**src/rtl/mc_ctrl_fsm.sv**
```systemverilog
// mc_ctrl_fsm -- multicycle main control unit for the MIPS core.
//
// Moore FSM that sequences the shared-ALU / unified-memory datapath through
// fetch, decode and per-class execute/writeback states. It supports
// load/store, register-register, BEQ/BNE, immediate ALU and J instructions.
// It also provides a variable-latency memory handshake, an illegal-opcode
// trap and a retired-instruction counter.
//
// Parameters
//   MEM_HANDSHAKE : 1 = memory states wait for mem_ready
//                   0 = every memory access completes in one cycle
//   TRAP_EN       : 1 = an illegal opcode enters the sticky Trap state
//                   0 = an illegal opcode pulses illegal in Decode, then
//                       returns to Fetch
//   CNT_W         : width of the retired-instruction counter
//
// Ports
//   clk, reset       : clock and asynchronous active-high reset
//   opcode           : IR[31:26], stable from Decode until the return to Fetch
//   mem_ready        : memory completes the current read/write this cycle
//   mem_rd, mem_wr   : memory read / write request
//   iord             : memory address select (0 = PC, 1 = ALUout)
//   ir_wr            : instruction register load
//   pc_wr            : unconditional PC write
//   branch           : conditional PC write
//   branch_ne        : branch polarity (1 = write PC on not-zero)
//   pc_src           : 0 = ALU result, 1 = ALUout, 2 = jump target
//   alu_srca         : 0 = PC, 1 = rs
//   alu_srcb         : 0 = rt, 1 = 4, 2 = imm, 3 = imm<<2
//   imm_zext         : zero-extend the immediate
//   alu_op           : ADD=0 SUB=1 ADDU=2 AND=3 OR=4 XOR=5 RR=6
//   reg_dst          : destination register select (0 = rt, 1 = rd)
//   mem_to_reg       : writeback source select (0 = ALUout, 1 = memory)
//   reg_wr           : register file write enable
//   illegal          : illegal-opcode indication
//   state            : current state (debug)
//   retired          : retired-instruction count, wraps at 2^CNT_W
module mc_ctrl_fsm #(
    parameter bit MEM_HANDSHAKE = 1'b1,
    parameter bit TRAP_EN       = 1'b1,
    parameter int CNT_W         = 32
) (
    input  logic             clk,
    input  logic             reset,
    input  logic [5:0]       opcode,
    input  logic             mem_ready,
    output logic             mem_rd,
    output logic             mem_wr,
    output logic             iord,
    output logic             ir_wr,
    output logic             pc_wr,
    output logic             branch,
    output logic             branch_ne,
    output logic [1:0]       pc_src,
    output logic             alu_srca,
    output logic [1:0]       alu_srcb,
    output logic             imm_zext,
    output logic [3:0]       alu_op,
    output logic             reg_dst,
    output logic             mem_to_reg,
    output logic             reg_wr,
    output logic             illegal,
    output logic [3:0]       state,
    output logic [CNT_W-1:0] retired
);

    typedef enum logic [3:0] {
        S_FETCH    = 4'd0,
        S_DECODE   = 4'd1,
        S_MEMADDR  = 4'd2,
        S_MEMRD    = 4'd3,
        S_MEMWRBCK = 4'd4,
        S_MEMWR    = 4'd5,
        S_RREXEC   = 4'd6,
        S_RRWRBCK  = 4'd7,
        S_BREXEC   = 4'd8,
        S_IMMEXEC  = 4'd9,
        S_IMMWRBCK = 4'd10,
        S_JEXEC    = 4'd11,
        S_TRAP     = 4'd12
    } state_t;

    localparam logic [5:0] OP_RR    = 6'h00;
    localparam logic [5:0] OP_J     = 6'h02;
    localparam logic [5:0] OP_BEQ   = 6'h04;
    localparam logic [5:0] OP_BNE   = 6'h05;
    localparam logic [5:0] OP_ADDI  = 6'h08;
    localparam logic [5:0] OP_ADDIU = 6'h09;
    localparam logic [5:0] OP_ANDI  = 6'h0C;
    localparam logic [5:0] OP_ORI   = 6'h0D;
    localparam logic [5:0] OP_XORI  = 6'h0E;
    localparam logic [5:0] OP_LW    = 6'h23;
    localparam logic [5:0] OP_SW    = 6'h2B;

    localparam logic [3:0] ALU_ADD  = 4'd0;
    localparam logic [3:0] ALU_SUB  = 4'd1;
    localparam logic [3:0] ALU_ADDU = 4'd2;
    localparam logic [3:0] ALU_AND  = 4'd3;
    localparam logic [3:0] ALU_OR   = 4'd4;
    localparam logic [3:0] ALU_XOR  = 4'd5;
    localparam logic [3:0] ALU_RR   = 4'd6;

    state_t           state_q, state_d;
    logic [CNT_W-1:0] retired_q, retired_d;

    logic       rdy;
    logic       retire;
    logic       mem_rd_s, mem_wr_s, ir_wr_s, pc_wr_s, branch_s, reg_wr_s;
    logic       illegal_s;

    // Without the handshake every memory access is treated as completing
    // in the cycle it is issued.
    assign rdy = MEM_HANDSHAKE ? mem_ready : 1'b1;

    always_comb begin
        state_d    = state_q;
        retire     = 1'b0;
        mem_rd_s   = 1'b0;
        mem_wr_s   = 1'b0;
        ir_wr_s    = 1'b0;
        pc_wr_s    = 1'b0;
        branch_s   = 1'b0;
        reg_wr_s   = 1'b0;
        illegal_s  = 1'b0;
        iord       = 1'b0;
        branch_ne  = 1'b0;
        pc_src     = 2'd0;
        alu_srca   = 1'b0;
        alu_srcb   = 2'd0;
        imm_zext   = 1'b0;
        alu_op     = ALU_ADD;
        reg_dst    = 1'b0;
        mem_to_reg = 1'b0;

        case (state_q)
            S_FETCH: begin
                // The read request stays up while waiting. IR and PC load
                // only in the cycle the memory actually delivers.
                mem_rd_s = 1'b1;
                alu_srcb = 2'd1;
                ir_wr_s  = rdy;
                pc_wr_s  = rdy;
                if (rdy) begin
                    state_d = S_DECODE;
                end
            end
            S_DECODE: begin
                // The ALU precomputes the branch target (PC + imm<<2)
                // while the opcode is being decoded.
                alu_srcb = 2'd3;
                case (opcode)
                    OP_LW, OP_SW:   state_d = S_MEMADDR;
                    OP_RR:          state_d = S_RREXEC;
                    OP_BEQ, OP_BNE: state_d = S_BREXEC;
                    OP_ADDI, OP_ADDIU, OP_ANDI, OP_ORI, OP_XORI:
                                    state_d = S_IMMEXEC;
                    OP_J:           state_d = S_JEXEC;
                    default: begin
                        if (TRAP_EN) begin
                            state_d = S_TRAP;
                        end else begin
                            // Non-trapping illegal opcode: flag it for this
                            // cycle only. It is not counted as retired.
                            state_d   = S_FETCH;
                            illegal_s = 1'b1;
                        end
                    end
                endcase
            end
            S_MEMADDR: begin
                alu_srca = 1'b1;
                alu_srcb = 2'd2;
                state_d  = (opcode == OP_LW) ? S_MEMRD : S_MEMWR;
            end
            S_MEMRD: begin
                mem_rd_s = 1'b1;
                iord     = 1'b1;
                if (rdy) begin
                    state_d = S_MEMWRBCK;
                end
            end
            S_MEMWRBCK: begin
                reg_wr_s   = 1'b1;
                mem_to_reg = 1'b1;
                state_d    = S_FETCH;
                retire     = 1'b1;
            end
            S_MEMWR: begin
                mem_wr_s = 1'b1;
                iord     = 1'b1;
                if (rdy) begin
                    state_d = S_FETCH;
                    retire  = 1'b1;
                end
            end
            S_RREXEC: begin
                alu_srca = 1'b1;
                alu_op   = ALU_RR;
                state_d  = S_RRWRBCK;
            end
            S_RRWRBCK: begin
                reg_wr_s = 1'b1;
                reg_dst  = 1'b1;
                state_d  = S_FETCH;
                retire   = 1'b1;
            end
            S_BREXEC: begin
                alu_srca  = 1'b1;
                alu_op    = ALU_SUB;
                branch_s  = 1'b1;
                pc_src    = 2'd1;
                branch_ne = (opcode == OP_BNE);
                state_d   = S_FETCH;
                retire    = 1'b1;
            end
            S_IMMEXEC: begin
                alu_srca = 1'b1;
                alu_srcb = 2'd2;
                case (opcode)
                    OP_ADDIU: alu_op = ALU_ADDU;
                    OP_ANDI:  begin alu_op = ALU_AND; imm_zext = 1'b1; end
                    OP_ORI:   begin alu_op = ALU_OR;  imm_zext = 1'b1; end
                    OP_XORI:  begin alu_op = ALU_XOR; imm_zext = 1'b1; end
                    default:  alu_op = ALU_ADD;
                endcase
                state_d = S_IMMWRBCK;
            end
            S_IMMWRBCK: begin
                reg_wr_s = 1'b1;
                state_d  = S_FETCH;
                retire   = 1'b1;
            end
            S_JEXEC: begin
                pc_wr_s = 1'b1;
                pc_src  = 2'd2;
                state_d = S_FETCH;
                retire  = 1'b1;
            end
            S_TRAP: begin
                // Sticky: only reset leaves this state.
                illegal_s = 1'b1;
            end
            default: begin
                state_d = S_FETCH;
            end
        endcase
    end

    always_comb begin
        retired_d = retired_q;
        if (retire) begin
            retired_d = retired_q + CNT_W'(1);
        end
    end

    always_ff @(posedge clk or posedge reset) begin
        if (reset) begin
            state_q   <= S_FETCH;
            retired_q <= '0;
        end else begin
            state_q   <= state_d;
            retired_q <= retired_d;
        end
    end

    // Side-effecting strobes are gated directly by reset. This lets an
    // in-flight write drop in the same instant reset rises, rather than at
    // the next clock edge.
    assign mem_rd  = mem_rd_s  & ~reset;
    assign mem_wr  = mem_wr_s  & ~reset;
    assign ir_wr   = ir_wr_s   & ~reset;
    assign pc_wr   = pc_wr_s   & ~reset;
    assign branch  = branch_s  & ~reset;
    assign reg_wr  = reg_wr_s  & ~reset;
    assign illegal = illegal_s & ~reset;
    assign state   = state_q;
    assign retired = retired_q;

endmodule

```
**config.mk**
```make
export PLATFORM = sky130hd
export DESIGN_NAME = mc_ctrl_fsm
export DESIGN_NICKNAME = d
export VERILOG_FILES = /design/src/rtl/mc_ctrl_fsm.sv
export SDC_FILE = /design/constraint.sdc
export NUM_CORES = 1
export LEC_CHECK = 0
export CORE_MARGIN = 4
export CORE_UTILIZATION = 35
export DETAILED_ROUTE_END_ITERATION = 12
export GPL_TIMING_DRIVEN = 0
export PLACE_DENSITY = 0.62
export SYNTH_ARGS = -nofsm -noshare
export SYNTH_HDL_FRONTEND = slang
export SYNTH_SLANG_ARGS = --single-unit
```
**constraint.sdc**
```tcl
create_clock -name clk -period 5.97 [get_ports clk]
set_clock_uncertainty 0.15 [all_clocks]
set_input_delay 1.791 -clock clk [delete_from_list [all_inputs] [get_ports clk]]
set_output_delay 1.791 -clock clk [all_outputs]
set_load 0.03 [all_outputs]
```
# After elaboration in Yosys (flattened, before gate mapping)
# Index checks and enable logic that the tools add are counted.
dict set report word_totals {
  regBits 36
  memories 0
  wordCells 76
  inputBits 9
  latchBits 0
  mem_bits_ro 0
  output_inout_bits 57
  ramBits 0
}
dict set report op_classes {
  n_addsub 1
  shifts 0
  n_eq_ne 25
  reduce_logical 13
  order_cmp 0
  mux 26
  mul 0
  bitwise 9
  n_div 0
}
# op count
set ops {}
lappend ops {{adder 32 x 1 -> 32 bit (second input constant)} 1}
lappend ops {{one-hot mux 4 bit (8 select lines)} 1}
lappend ops {{== test 6 x 4 -> 1 bit (second input constant)} 5}
lappend ops {{== test 4 bit (second input constant)} 5}
lappend ops {{one-hot mux 4 bit (5 select lines)} 1}
lappend ops {{== test 4 x 3 -> 1 bit (second input constant)} 4}
lappend ops {{2-to-1 mux 1 bit} 14}
lappend ops {{== test 6 x 3 -> 1 bit (second input constant)} 2}
lappend ops {{== test 6 bit (second input constant)} 2}
lappend ops {{2-to-1 mux 4 bit} 3}
lappend ops {{one-hot mux 3 bit (4 select lines)} 1}
lappend ops {{OR reduction 2 bit} 5}
lappend ops {{OR reduction 5 bit} 2}
lappend ops {{one-hot mux 3 bit (3 select lines)} 1}
lappend ops {{== test 4 x 2 -> 1 bit (second input constant)} 2}
lappend ops {{AND 1 bit} 7}
lappend ops {{== test 6 x 2 -> 1 bit (second input constant)} 1}
lappend ops {{zero test 6 bit} 1}
lappend ops {{inequality test 2 bit (second input constant)} 3}
lappend ops {{one-hot mux 2 bit (3 select lines)} 1}
lappend ops {{OR reduction 3 bit} 2}
lappend ops {{== test 4 x 1 -> 1 bit (second input constant)} 1}
lappend ops {{zero test 4 bit} 1}
lappend ops {{one-hot mux 1 bit (2 select lines)} 2}
lappend ops {{5 further kinds} 6}

# Longest topological paths before layout
# Gate-level depths: netlist of run 1.
dict set report depth {
  ltp_word 4
  ltp_mapped 7
  depth_no_buf 5
}

# Least setup slack after synthesis of run 1
# No wires, ideal clock.
dict set report synth_path {
  path_kind {input -> output}
  from {input port opcode[3]}
  to {output port alu_op[0]}
  cell_stages 4
  path_buffers 1
  required_time_ns 4.029
  t_arrival_ns 3.453
  setup_slack_ns 0.576
  path_cell_list {clkbuf_1 nand3_1 or4b_2 o21ai_0}
}
dict set report synth_between {
  elab_chain_len 3
  elab_cells_between_ends 6
  classes_between {eq/ne: 4; mux: 2}
}
# item line_no
set synth_lines {}
lappend synth_lines {{start, declared} 45} ;# input logic [5:0] opcode,
lappend synth_lines {{== test 6 x 4 -> 1 bit} 219} ;# case (opcode)
lappend synth_lines {{one-hot mux 3 bit (4 select lines) *} 219}
lappend synth_lines {{one-hot mux 3 bit (3 select lines) *} 135} ;# case (state_q)
lappend synth_lines {{end, declared} 58} ;# output logic [3:0] alu_op,
# Every way passes the cells marked *; elsewhere a longest branch is shown, timed or not.

# Worst setup path in the final report of run 1
dict set report layout_path {
  from {input port opcode[5]}
  to {output port alu_op[0]}
}
# The elaborated chain is that of the path after synthesis.

==> flow_summary.toml, run 1 <==
[timing]
worst_pin_slew_ps = 766
drv_slew = 0
min_period_over_period_pct = 98.3
layout_setup_ws_ps = 99.7
hold_slack_ps = 324
period_needed_ps = 5870
finalHoldViolations = 0
tns_ps = 0
rsz0062_at_grt = "false"
maxSlewHeadroom_pct = 48.9
setup_viol = 0
maxClockFrequency_ghz = 0.170

[cts]
cts.sinks = 36
cts_tree = "done"
cts_hold_buffers = 0
worst_skew_pair.late_latency_ps = 280
clock-root-buffer = "clkbuf_8"
cts.clk_slew.worst_paths_ps = 70
cts_resized = 0
clockBufferDepth = 2
htreeDepth = 2
cts_setup_buffers = 0
cts_buffers = 5

[drt]
ant_nets = 0
routed_wl_um = 5510
firstDrtPassIters = 4
drt_iter0_markers = 65
drc = 0
vias_per_cell = 5.23
avgRoutedWirePerCell_um = 14.3
vias = 2015

[pwr]
p_int_uw = 598
p_clk_share_pct = 16.5
p_comb_share_pct = 54.1
switching_share_pct = 44.4
p_leak_nw = 1.19
power_switching_uw = 478
seq_power_share_pct = 29.4
ir_drop_uv = 249
p_per_area_nw_per_um2 = 362

[placement]
dpl-instance-area_um2 = 2880
place_ws_ps = 72.8
place_congestion = 0.861
dp_hpwl_um = 4130
portBuffers = 60

[yosys]
ys_types = 51
synth.top_cell.area_share_pct = 41.2
async_reset_ff_share_pct = 100
netlist_top_cells_count = "dfrtp_1, nor2_1, xnor2_1"
synthFlopType = "dfrtp_1"
synth-edff-count = 0
synth_area_leaders = "dfrtp_1, xnor2_1, nor2_1"
synthesis.nets = 252
ys_ff_latch = 36
yosysTopAreaCell = "dfrtp_1"
yosysMostFrequentCell = "dfrtp_1"
netlist_instances = 242
avgSynthCellArea_um2 = 9.03
synth.cell_area_um2 = 2180
yosys_warnings = 0
ys_seq_area_share_pct = 41.2

[floorplanning]
die_height_um = 87.0
start_util_pct = 36.5
coreArea_um2 = 5990
boundaryPins = 66
dieArea_um2 = 7570
fp-row-count = 28
die_x_um = 87.0

[finish]
nets = 319
final_area_um2 = 2970
diodes = 0
area_delta_synth_final_pct = 36.0
final_core_util_pct = 49.6
drive_gt1_share_pct = 7.42

[setup_path]
crit_path_end = "alu_op[0]"
arrival_ps = 3930
worstReg2RegStart = "state[0]$_DFFE_PP0P_"
worst-path-max-fanout = 8
reg2regPathDepth = 6
path_class = "primary input to output pin"
reg2reg_slack_ps = 3800
crit_path_end_kind = "output pin"
r2r-end = "retired[14]$_DFFE_PP0P_"
crit_path_start = "opcode[5]"
start_kind = "primary input"
required_ps = 4030

[global_route]
antenna_found_initial = 0
grt_pass1_vias = 1904
grt_pass1_wl_um = 9440
grt_max_degree = 38
track_usage_pct = 15.5
grt-ovfl-total = 0

[hold_path]
holdCritPathClass = "flop to flop"

[run_status]
status = "finished, final reports clean"

[run]
maxCapViolCount = 0
critical path, cell delays in order:
cell and delay [ps]:
clkdlybuf4s50_1 510, or4b_2 740, o21ai_0 180, clkdlybuf4s50_1 700
sequential cells by signal, summed over array words and instances, names as in the netlist:
name     count
state        4
retired     32
worst min-delay path by stage:
| stage | slack (ps) | start | to | cells past startpoint |
|---|---|---|---|---|
| 2_1_floorplan | 500 | retired[31]$_DFFE_PP0P_ | retired[31]$_DFFE_PP0P_ | 1 |
| 3_3_place_gp | 320 | retired[31]$_DFFE_PP0P_ | retired[31]$_DFFE_PP0P_ | 1 |
| 3_5_place_dp | 320 | retired[31]$_DFFE_PP0P_ | retired[31]$_DFFE_PP0P_ | 1 |
| 4_1_cts | 330 | retired[31]$_DFFE_PP0P_ | retired[31]$_DFFE_PP0P_ | 1 |
| 5_1_grt | 360 | retired[31]$_DFFE_PP0P_ | retired[31]$_DFFE_PP0P_ | 1 |
| 6_report | 320 | retired[31]$_DFFE_PP0P_ | retired[31]$_DFFE_PP0P_ | 1 |
cell type report:
class,instances,area (µm²)
buffer,12,51.3
fill,577,3020
sequential,36,901
clock buffer,6,82.6
clock inverter,2,10.0
tap,75,93.8
timing repair buffer,60,601
multi-input combinational,187,1210
inverter,7,26.3
power groups by stage:
stage	registers [mW]	clock network (mW)	logic [mW]
floorplan	0.373	0	0.327
global placement	0.320	0	0.583
detailed placement	0.321	0	0.582
CTS	0.317	0.184	0.584
global route	0.326	0.196	0.625
finish	0.316	0.178	0.582
through the flow:
stage	total power, mW	cells
2_1_floorplan	0.700	242
3_3_place_gp	0.903	377
3_5_place_dp	0.903	377
4_1_cts	1.09	385
5_1_grt	1.15	385
6_report	1.08	385
cells by family (layout without fill, tap and decap cells):
| kind of cell | Yosys count | after routing | synth area share (%) |
|---|---|---|---|
| AOI/OAI and AO/OA | 31 | 31 | 9.97 |
| adders and majority gates | 1 | 1 | 0.573 |
| other | 1 | 1 | 0.172 |
| xor gates and xnor gates | 34 | 34 | 13.6 |
| DFF | 36 | 36 | 41.2 |
| and+or+nand+nor | 119 | 119 | 30.4 |
| muxes | 1 | 1 | 0.515 |
| buffers and inverters | 19 | 87 | 3.55 |
cell usage in the layout, fill, tap and decap left out, types with 2 or more instances in the layout:
cell             instances
dfrtp_1                 36
nor2b_1                  6
nand3b_1                 3
inv_1                    6
nand3_1                 13
clkdlybuf4s50_1         60
clkbuf_1                 9
and3_1                   5
xnor2_1                 25
a21oi_1                  5
nor2_1                  25
o32ai_1                  2
clkbuf_8                 6
nand2_1                 20
nor4_1                   2
clkinv_2                 2
o31ai_1                  2
nand2b_1                 6
nand4_1                 11
buf_2                    2
o21ai_0                  7
o22ai_1                  2
a221oi_1                 2
a21o_1                   2
nor3_1                  13
xor2_1                   9
routing by layer:
layer / GRT usage [%] / wire length (µm) / vias up
li1: - / - / 987
met1: 21.5 / 2570 / 952
met2: 22.9 / 2420 / 68
met3: 4.54 / 413 / 8
met4: 5.81 / 109 / 0
met5: 0 / 0 / -
Power figures use the tool's default switching activity.
==> inputs of run 2 (changes only) <==
--- a/config.mk
+++ b/config.mk
@@ -5,11 +5,11 @@
 export SDC_FILE = /design/constraint.sdc
 export NUM_CORES = 1
 export LEC_CHECK = 0
-export CORE_MARGIN = 4
 export CORE_UTILIZATION = 35
 export DETAILED_ROUTE_END_ITERATION = 12
 export GPL_TIMING_DRIVEN = 0
-export PLACE_DENSITY = 0.62
+export PLACE_DENSITY = 0.64
+export SETUP_SLACK_MARGIN = 0.05
 export SYNTH_ARGS = -nofsm -noshare
 export SYNTH_HDL_FRONTEND = slang
 export SYNTH_SLANG_ARGS = --single-unit
==> constraint.sdc (replaced) <==
create_clock -name clk -period 5.3 [get_ports clk]
set_clock_uncertainty 0.15 [all_clocks]
set_input_delay 1.59 -clock clk [delete_from_list [all_inputs] [get_ports clk]]
set_output_delay 1.59 -clock clk [all_outputs]
set_load 0.03 [all_outputs]
==> run 2 against run 1 <==
Cell area decreased by 0.93%. Worst hold slack improved by 16 ps. Core utilization decreased by 0.17 points. Largest cell class unchanged. Highest routed layer unchanged.
==> flow_summary.toml, run 2 (same netlist as run 1, synthesis figures left out) <==
[run_status]
status = "finished, final reports clean"

[global_route]
use_met2_pct = 27.6
antenna_found_initial = 0
grt_pass1_wl_um = 8590
grt_pass1_vias = 1887
track_usage_pct = 16.9
gr-max-usage-layer = "met2"
use_met3_pct = 5.39
grt-ovfl-total = 0
grt_max_degree = 38
met1_usage_pct = 20.9

[floorplanning]
boundaryPins = 66
start_util_pct = 36.7
coreArea_um2 = 5960
dieArea_um2 = 6560
die_height_um = 81.0
fp-row-count = 28
die_x_um = 81.0

[setup_path]
path_cells = "clkdlybuf4s50_1, or4b_2, o22ai_1, dlygate4sd2_1"
start_kind = "primary input"
worst-path-max-fanout = 8
crit_path_end_kind = "output pin"
worst_path_max_delay_cell = "or4b_2"
critPathMaxStageDelay_ps = 740
arrival_ps = 3410
critical_path_buf_inv_count = 2
path_class = "primary input to output pin"
required_ps = 3560
crit_family = "buffers and inverters"

[drt]
drt_iter0_markers = 45
vias_per_cell = 5.24
drc = 0
firstDrtPassIters = 6
routed_wl_um = 5210
avgRoutedWirePerCell_um = 13.6
ant_nets = 0
vias = 2003

[finish]
nets = 319
largest_reg_flops = 32
layout.cells.non_filler = 382
final_common_cell = "clkdlybuf4s50_1"
mostFrequentLayoutCells = "clkdlybuf4s50_1, dfrtp_1, nor2_1, xnor2_1, nand2_1"
area_delta_synth_final_pct = 34.8
drive_gt1_share_pct = 6.84
diodes = 0

[timing]
layout_setup_ws_ps = 154
rsz0062_at_grt = "false"
period_needed_ps = 5150
drv_slew = 0
finalHoldViolations = 0
maxSlewHeadroom_pct = 63.3
setup_viol = 0
min_period_over_period_pct = 97.1
worst_pin_slew_ps = 549
tns_ps = 0
maxClockFrequency_ghz = 0.194

[placement]
place_ws_ps = -150
place_inst = 377
dp_hpwl_um = 3880
portBuffers = 60
place_congestion = 0.799

[cts]
cts.sinks = 36
worst_skew_pair.late_latency_ps = 280
cts_tree = "done"
htreeDepth = 2
cts_buffers = 5
clockBufferDepth = 2
cts.clk_slew.worst_paths_ps = 60
clock-root-buffer = "clkbuf_8"

[pwr]
fin_total_pwr_mw = 1.17
ir_drop_uv = 254
p_leak_nw = 1.19
p_per_area_nw_per_um2 = 399

[run]
maxCapViolCount = 0

[hold_path]
holdCritPathClass = "flop to flop"
## run 2: cell type report
class / instances / area, µm²
Clock buffer: 5 / 68.8
Fill cell: 575 / 3010
Multi-Input combinational cell: 187 / 1210
Inverter: 7 / 31.3
Buffer: 12 / 51.3
Timing Repair Buffer: 60 / 592
Tap cell: 75 / 93.8
Sequential cell: 36 / 901
## run 2: report_power, final
part           total (mW)  switching (mW)  internal (mW)
Sequential          0.355          0.0442          0.311
Clock               0.167          0.0824         0.0845
Combinational       0.652           0.396          0.256
## run 2: path summary, 6_finish.rpt
check	start	to	slack [ps]	depth (start not counted)
setup / recovery	opcode[5]	alu_op[2]	150	4
hold / removal	retired[31]$_DFFE_PP0P_	retired[31]$_DFFE_PP0P_	340	1
setup reg to reg	state[0]$_DFFE_PP0P_	retired[14]$_DFFE_PP0P_	3130	6
hold reg to reg	retired[31]$_DFFE_PP0P_	retired[31]$_DFFE_PP0P_	340	1
max in group asynchronous	reset	retired[22]$_DFFE_PP0P_	3080	2
min in group asynchronous	reset	state[1]$_DFFE_PP0P_	1650	2
## run 2: stage by stage
stage	hold slack, ps	area, µm²	util, %
6_report	341	2940	49.4
5_1_grt	366	2940	49.4
4_1_cts	350	2950	49.5
3_5_place_dp	340	2880	48.3
3_3_place_gp	335	2880	48.3
2_1_floorplan	504	2180	-
## run 2: worst register-to-register path, cell delays in order (launching register included)
cell	delay, ps
dfrtp_1	380
buf_2	180
nor2b_1	180
o22a_1	310
nor3b_2	500
nand4_1	190
xnor2_1	160
## run 2: repair_timing
action,in CTS,in global routing
hold buffers,0,0
resized for setup,5,4
endpoints found under the hold margin,0,0
setup endpoints to repair,5,2
buffers inserted,0,0
## run 2: per-layer routing
| metal | vias to the layer above | routed length (µm) |
|---|---|---|
| met5 | - | 0 |
| li1 | 982 | - |
| met1 | 947 | 2470 |
| met3 | 6 | 366 |
| met2 | 68 | 2330 |
| met4 | 0 | 48 |
==> inputs of run 3 (changes only) <==
--- a/config.mk
+++ b/config.mk
@@ -8,8 +8,9 @@
 export CORE_UTILIZATION = 35
 export DETAILED_ROUTE_END_ITERATION = 12
 export GPL_TIMING_DRIVEN = 0
-export PLACE_DENSITY = 0.64
+export PLACE_DENSITY = 0.7
 export SETUP_SLACK_MARGIN = 0.05
+export SLEW_MARGIN = 25
 export SYNTH_ARGS = -nofsm -noshare
 export SYNTH_HDL_FRONTEND = slang
 export SYNTH_SLANG_ARGS = --single-unit
==> run 3 against run 2 <==
Sequential power about the same. Critical path depth unchanged. Non-clock buffer count unchanged. Final cell count increased by 0.52%. Cell area increased by 0.43%. Register-to-register slack about the same. Combinational power about the same. Sequential cell count unchanged. Sequential share of layout area decreased by 0.13 points. Die area unchanged. Largest cell class unchanged.
==> flow_summary.toml, run 3 (same netlist as run 1, synthesis figures left out) <==
[finish]
num-fill-cells = 576
diodes = 0
seqCellArea_um2 = 901
mostFrequentLayoutCells = "clkdlybuf4s50_1, dfrtp_1, nor2_1, xnor2_1, nand2_1"
nets = 319
largest_reg_flops = 32
area_delta_synth_final_pct = 35.3
drive_gt1_share_pct = 7.12
final_common_cell = "clkdlybuf4s50_1"
layout.cells.non_filler = 384
multiInputGateArea_um2 = 1210
final_area_um2 = 2960

[run_status]
status = "finished, final reports clean"

[drt]
drc = 0
vias = 2017
ant_nets = 0
routed_wl_um = 5190
drt_iter0_markers = 85
avgRoutedWirePerCell_um = 13.5
vias_per_cell = 5.25
firstDrtPassIters = 4

[global_route]
grt-ovfl-total = 0
grt_pass1_wl_um = 8640
grt_pass1_vias = 1855
grt_max_degree = 38
antenna_found_initial = 0
track_usage_pct = 17.0

[setup_path]
start_kind = "primary input"
crit_family = "buffers and inverters"
worst-path-max-fanout = 8
critPathMaxStageDelay_ps = 760
arrival_ps = 3410
critical_path_buf_inv_count = 2
crit_path_end_kind = "output pin"
path_cells = "clkdlybuf4s50_1, or4b_2, a21oi_1, dlygate4sd2_1"
path_class = "primary input to output pin"
worstReg2RegStart = "state[0]$_DFFE_PP0P_"
worst_path_max_delay_cell = "or4b_2"
required_ps = 3560
crit_path_start = "opcode[5]"

[cts]
clockBufferDepth = 2
clock-root-buffer = "clkbuf_8"
cts.sinks = 36
cts_tree = "done"
cts_buffers = 5
cts_setup_buffers = 0
htreeDepth = 2
cts.clk_slew.worst_paths_ps = 60
worst_skew_pair.late_latency_ps = 280

[hold_path]
hp-start = "retired[31]$_DFFE_PP0P_"
holdCritPathClass = "flop to flop"

[placement]
place_ws_ps = -255
dpl-instance-area_um2 = 2880
portBuffers = 60
dp_hpwl_um = 3850
place_congestion = 0.840
place_inst = 377

[floorplanning]
coreArea_um2 = 5960
die_height_um = 81.0
start_util_pct = 36.7
boundaryPins = 66
die_x_um = 81.0
fp-row-count = 28
dieArea_um2 = 6560

[timing]
min_period_over_period_pct = 97.2
period_needed_ps = 5150
layout_setup_ws_ps = 147
tns_ps = 0
setup_viol = 0
rsz0062_at_grt = "false"
maxSlewHeadroom_pct = 66.6
drv_slew = 0
worst_pin_slew_ps = 497
finalHoldViolations = 0
maxClockFrequency_ghz = 0.194

[pwr]
p_leak_nw = 1.21
fin_total_pwr_mw = 1.19
p_per_area_nw_per_um2 = 403
ir_drop_uv = 312

[run]
maxCapViolCount = 0
-- run 3: worst paths after layout --
kind | endpoint | slack (ps) | cells after the start
max | imm_zext | 150 | 4
min reg2reg | retired[31]$_DFFE_PP0P_ | 340 | 1
min | retired[31]$_DFFE_PP0P_ | 340 | 1
max in group asynchronous | state[1]$_DFFE_PP0P_ | 3080 | 2
min in group asynchronous | retired[1]$_DFFE_PP0P_ | 1650 | 2
max reg2reg | retired[13]$_DFFE_PP0P_ | 3140 | 6
-- run 3: metrics by stage --
step | hold WS, ps | utilization (%)
6_report | 337 | 49.6
4_1_cts | 341 | 49.6
3_5_place_dp | 332 | 48.3
2_1_floorplan | 504 | -
3_3_place_gp | 334 | 48.3
5_1_grt | 357 | 49.6
-- run 3: per-layer routing --
metal / share of wire (%) / track usage [%] / vias to the layer above
met5: 0 / 0 / -
met4: 1.3 / 6.07 / 0
met3: 7.9 / 4.61 / 6
met2: 45 / 27.5 / 79
met1: 46 / 21.7 / 947
li1: - / - / 985
-- run 3: cell type report --
type,instances,share of cell area (%)
Buffer,12,1.74
Clock buffer,6,2.45
Clock inverter,1,0.169
Inverter,7,1.06
Multi-Input combinational cell,187,40.8
Sequential cell,36,30.5
Tap cell,75,3.17
Timing Repair Buffer,60,20.1
-- run 3: what timing repair did --
| action | 4_1_cts | 5_1_grt |
|---|---|---|
| endpoints found under the setup margin | 5 | 4 |
| hold buffers | 0 | 0 |
| resized for setup | 5 | 6 |
-- run 3: power by group --
part           switching [mW]  total, mW  internal, mW  leakage [nW]
Sequential             0.0462      0.357         0.311         0.479
Combinational           0.397      0.652         0.256         0.686
Clock                  0.0915      0.181        0.0892        0.0410
